$ cat src/rtl/layer_mem_arbiter.sv
// Round-robin arbiter with burst lock that shares one layer-memory port among
// the conv/pool/flatten engines; strobes are registered, reads return two cycles after grant.
module layer_mem_arbiter #(
    parameter int NREQ = 3,
    parameter int AW   = 12,
    parameter int DW   = 20
) (
    input  logic                 clk,
    input  logic                 reset,
    input  logic [NREQ-1:0]      req,
    input  logic [NREQ-1:0]      we,
    input  logic [NREQ-1:0]      lock,
    input  logic [3*NREQ-1:0]    sel,
    input  logic [AW*NREQ-1:0]   addr,
    input  logic [DW*NREQ-1:0]   wdata,
    output logic [NREQ-1:0]      gnt,
    output logic [NREQ-1:0]      rvalid,
    output logic [DW-1:0]        rdata,
    output logic                 err,
    output logic                 cwr,
    output logic                 crd,
    output logic [2:0]           csel,
    output logic [AW-1:0]        caddr_wr,
    output logic [DW-1:0]        cdata_wr,
    output logic [AW-1:0]        caddr_rd,
    input  logic [DW-1:0]        cdata_rd
);
    localparam int IW = (NREQ > 1) ? $clog2(NREQ) : 1;
    localparam logic [0:0] ST_IDLE   = 1'b0;
    localparam logic [0:0] ST_LOCKED = 1'b1;

    logic [0:0]      state;
    logic [IW-1:0]   owner;
    logic [IW-1:0]   ptr;
    logic [IW-1:0]   win;
    logic [IW-1:0]   ptr_next;
    logic            found;
    int              idx;
    logic [NREQ-1:0] one_hot;
    logic [2:0]      win_sel;
    logic            sel_legal;
    logic [NREQ-1:0] rd_owner;

    // A locked owner that drops req gives up the lock and the cycle is arbitrated normally.
    always_comb begin
        found = 1'b0;
        win   = '0;
        idx   = 0;
        if (state == ST_LOCKED && req[owner]) begin
            found = 1'b1;
            win   = owner;
        end else begin
            for (int i = 0; i < NREQ; i++) begin
                idx = int'(ptr) + i;
                if (idx >= NREQ) idx = idx - NREQ;
                if (!found && req[idx]) begin
                    found = 1'b1;
                    win   = IW'(idx);
                end
            end
        end
    end

    always_comb begin
        one_hot      = '0;
        one_hot[win] = 1'b1;
        gnt          = (found && !reset) ? one_hot : '0;
        ptr_next     = (win == IW'(NREQ - 1)) ? '0 : win + 1'b1;
        win_sel      = sel[int'(win)*3 +: 3];
        sel_legal    = (win_sel >= 3'd1) && (win_sel <= 3'd5);
    end

    always_ff @(posedge clk or posedge reset) begin
        if (reset) begin
            state    <= ST_IDLE;
            owner    <= '0;
            ptr      <= '0;
            rd_owner <= '0;
            rvalid   <= '0;
            rdata    <= '0;
            err      <= 1'b0;
            cwr      <= 1'b0;
            crd      <= 1'b0;
            csel     <= 3'b000;
            caddr_wr <= '0;
            cdata_wr <= '0;
            caddr_rd <= '0;
        end else begin
            cwr    <= 1'b0;
            crd    <= 1'b0;
            csel   <= 3'b000;
            err    <= 1'b0;
            rvalid <= crd ? rd_owner : '0;
            if (crd) rdata <= cdata_rd;
            if (found) begin
                ptr <= ptr_next;
                if (lock[win]) begin
                    state <= ST_LOCKED;
                    owner <= win;
                end else begin
                    state <= ST_IDLE;
                end
                // Illegal bank: the requester is released but the memory port stays quiet.
                if (!sel_legal) begin
                    err <= 1'b1;
                end else if (we[win]) begin
                    cwr      <= 1'b1;
                    csel     <= win_sel;
                    caddr_wr <= addr[int'(win)*AW +: AW];
                    cdata_wr <= wdata[int'(win)*DW +: DW];
                end else begin
                    crd      <= 1'b1;
                    csel     <= win_sel;
                    caddr_rd <= addr[int'(win)*AW +: AW];
                    rd_owner <= one_hot;
                end
            end else begin
                state <= ST_IDLE;
            end
        end
    end
endmodule

$ cat config.mk
export PLATFORM = sky130hd
export DESIGN_NAME = layer_mem_arbiter
export DESIGN_NICKNAME = d
export VERILOG_FILES = /design/src/rtl/layer_mem_arbiter.sv
export SDC_FILE = /design/constraint.sdc
export NUM_CORES = 1
export LEC_CHECK = 0
export CORE_MARGIN = 5
export CORE_UTILIZATION = 42
export CTS_BUF_LIST = sky130_fd_sc_hd__clkbuf_8
export CTS_CLUSTER_SIZE = 14
export DETAILED_ROUTE_END_ITERATION = 7
export GPL_TIMING_DRIVEN = 0
export PLACE_DENSITY = 0.83
export SLEW_MARGIN = 5
export SYNTH_ARGS = -nofsm -noshare
export SYNTH_HDL_FRONTEND = slang
export SYNTH_SLANG_ARGS = --single-unit
$ cat constraint.sdc
create_clock -name clk -period 4.2 [get_ports clk]
set_input_delay 1.05 -clock clk [delete_from_list [all_inputs] [get_ports clk]]
set_output_delay 1.05 -clock clk [all_outputs]
set_load 0.02 [all_outputs]
==> impl_metrics.py <==
metrics = {
    "placed_design": {
        "hpwl_um": 10100,
        "place_area_um2": 6670,
        "routabilityCongestion": 0.917,
        "portBuffers": 211,
    },
    "floorplan": {
        "die_w_um": 112,
        "die_area_um2": 12500,
        "top_level_ports": 212,
        "num_rows": 37,
        "die_h_um": 112,
        "initial_utilization_pct": 42.5,
        "core_um2": 10200,
    },
    "synth": {
        "yosys.area.top_type": "dfrtp_1",
        "yosys-top-cells-area": "dfrtp_1 (47%), mux2_4 (10%), mux2i_1 (9.0%)",
        "synthCells": 369,
        "avgSynthCellArea_um2": 11.8,
        "synth-edff-count": 0,
        "synth_top_area_share_pct": 46.6,
        "async_flop_share_pct": 100,
        "synth-seq-cells": 81,
        "syn_nets": 509,
        "ys_seq_area_share_pct": 46.6,
        "ys.flop_type": "dfrtp_1",
        "netlist_area_um2": 4350,
        "synth-warning-count": 0,
        "synth_cell_types": 48,
    },
    "flow_run": {
        "drv_cap": 0,
    },
    "setup_path": {
        "critPathKind": "in -> out",
        "start_kind": "input pin",
        "crit_path_end_kind": "output port",
        "crit_path_max_fanout": 8,
        "cp.arrival_ns": 3.07,
        "crit_required_ns": 3.15,
    },
    "route": {
        "wl_met1_um": 4880,
        "drc": 0,
        "ant_nets": 0,
        "drtIter0Drc": 160,
        "met3_length_um": 1100,
        "wl_per_cell_um": 17.3,
        "routed.top_layer": "met4",
        "via_per_inst": 5.09,
        "route.met2.wl_um": 6430,
        "vias": 3726,
        "dr.pass1.iters": 4,
        "drt_wl_total_um": 12600,
    },
    "clock_network": {
        "cts.sinks": 81,
        "htree_levels": 3,
        "clock_path_buffers": 2,
        "clk_pin_slew_worst_paths_ns": 0.08,
        "cts_tree": "yes",
        "cts_root_buf": "clkbuf_8",
        "clk_latency_ns": 0.35,
        "cts_buffers": 9,
    },
    "sta": {
        "finalMaxSlewViolations": 0,
        "fin_skew_ns": 0.0120,
        "whs_ns": 0.495,
        "setup_viol_count_final": 0,
        "min_period_ns": 4.12,
        "rsz0062_at_grt": "no",
        "slew-limit-headroom_pct": 52.9,
        "fmax_mhz": 243,
        "finalHoldViolations": 0,
        "fin_crit_sh_pct": 98.0,
        "worstMarginPinSlew_ns": 0.707,
    },
    "pwr": {
        "peakVddDrop_uv": 457,
        "p_total_mw": 6.32,
        "p_leak_nw": 3.03,
        "power_density_nw_per_um2": 912,
    },
    "global_route": {
        "groute.usage.overall_pct": 19.9,
        "grt_pass1_wl_um": 20000,
        "grt_pass1_vias": 3985,
        "grt_max_degree": 61,
        "antenna_found_initial": 0,
        "gr-total-overflow": 0,
    },
    "worst_hold_path": {
        "hold_path_class": "reg -> reg",
    },
    "cells_and_area": {
        "finalInstanceArea_um2": 6930,
        "nets": 731,
        "antenna_cells": 0,
        "drive_above_1_share_pct": 15.9,
        "syn2layout_area_growth_pct": 59.2,
    },
    "run_status": {
        "status": "finished clean",
    },
}
-- cells in the final DEF (no fill, tap or decap), types with 5 or more instances in the layout --
master,n
nand3_1,5
o21ai_0,34
nor2_1,8
clkbuf_1,8
dfrtp_1,81
mux2_1,19
mux2_4,29
mux2_2,22
clkbuf_8,9
clkdlybuf4s50_1,205
nand2_1,37
inv_1,12
o211ai_1,6
buf_4,5
mux2i_1,39
-- path summary, 6_finish.rpt --
check / startpoint / end / cells after the start / slack, ns
max reg2reg: ptr[1] / cdata_wr[18] / 12 / 0.69
min in group asynchronous: reset / owner[1] / 2 / 1.16
max: req[0] / gnt[2] / 7 / 0.08
min reg2reg: caddr_rd[10] / caddr_rd[10] / 1 / 0.50
max in group asynchronous: reset / rdata[12] / 3 / 2.47
min: caddr_rd[10] / caddr_rd[10] / 1 / 0.50
-- sequential cells by signal, indices dropped and copies added (netlist names) --
register / cells
caddr_rd: 12
err: 1
state: 1
ptr: 2
csel: 3
owner: 2
rdata: 20
caddr_wr: 12
cwr: 1
rd_owner: 3
crd: 1
cdata_wr: 20
rvalid: 3
-- stage by stage --
step	worst slack (ns)	setup TNS [ns]	utilization, %	cells
final	0.0822	0	67.7	732
after global routing	0.0102	0	67.7	732
after CTS	0.00122	0	67.5	732
after detailed placement	-1.12	-5.71	65.1	717
after global placement	-1.13	-22.05	64.9	716
after floorplan	0.0944	0	-	369
-- report_power, final --
group / internal [mW] / leakage [nW] / switching (mW) / total (mW)
clock: 0.274 / 0.0970 / 0.279 / 0.554
sequential: 1.20 / 0.977 / 0.217 / 1.42
combinational: 2.22 / 1.95 / 2.12 / 4.35
-- cell families after synthesis --
kind of cell / synth area share [%]
mux: 29.6
flops: 46.6
fa+ha+maj: 1.15
buf+inv: 3.82
compound gates: 8.88
simple gates: 10.0
-- cells in the mapped netlist (all sizes together), types with 4 or more instances --
library cell,n
a21oi,4
buf,12
clkbuf,9
dfrtp,81
ha,4
inv,14
mux2,70
mux2i,39
nand2,37
nand2b,4
nand3,5
nand3b,4
nor2,8
o211ai,6
o21ai,37
-- metal layers --
layer / vias to the layer above / global-route usage (%)
met5: - / 0
met4: 0 / 6.00
met3: 19 / 6.52
met2: 175 / 35.2
met1: 1774 / 22.7
li1: 1758 / -
-- critical path, cell delays in order --
cell and delay (ns):
clkdlybuf4s15_1 0.28, mux2_1 0.37, mux2_2 0.34, nor3_4 0.21
nor2_1 0.18, nor4_2 0.33, clkdlybuf4s15_2 0.31
-- repair_timing --
item | in CTS | in global routing
gates resized for setup | 28 | 5
pin swaps | 1 | 0
hold buffers | 0 | 0
buffers inserted | 2 | 0
setup endpoints to repair | 3 | 4
-- cell type report --
cell class,count,area (um2)
fillers,799,3300
multi-input cells,253,2210
repair buffers,214,2150
flip-flops and latches,81,2030
well taps,136,170
clock buffers,9,124
plain buffers,18,124
clock inverters,7,71.3
inverters,14,55.1
(Power assumes the default switching activity.)
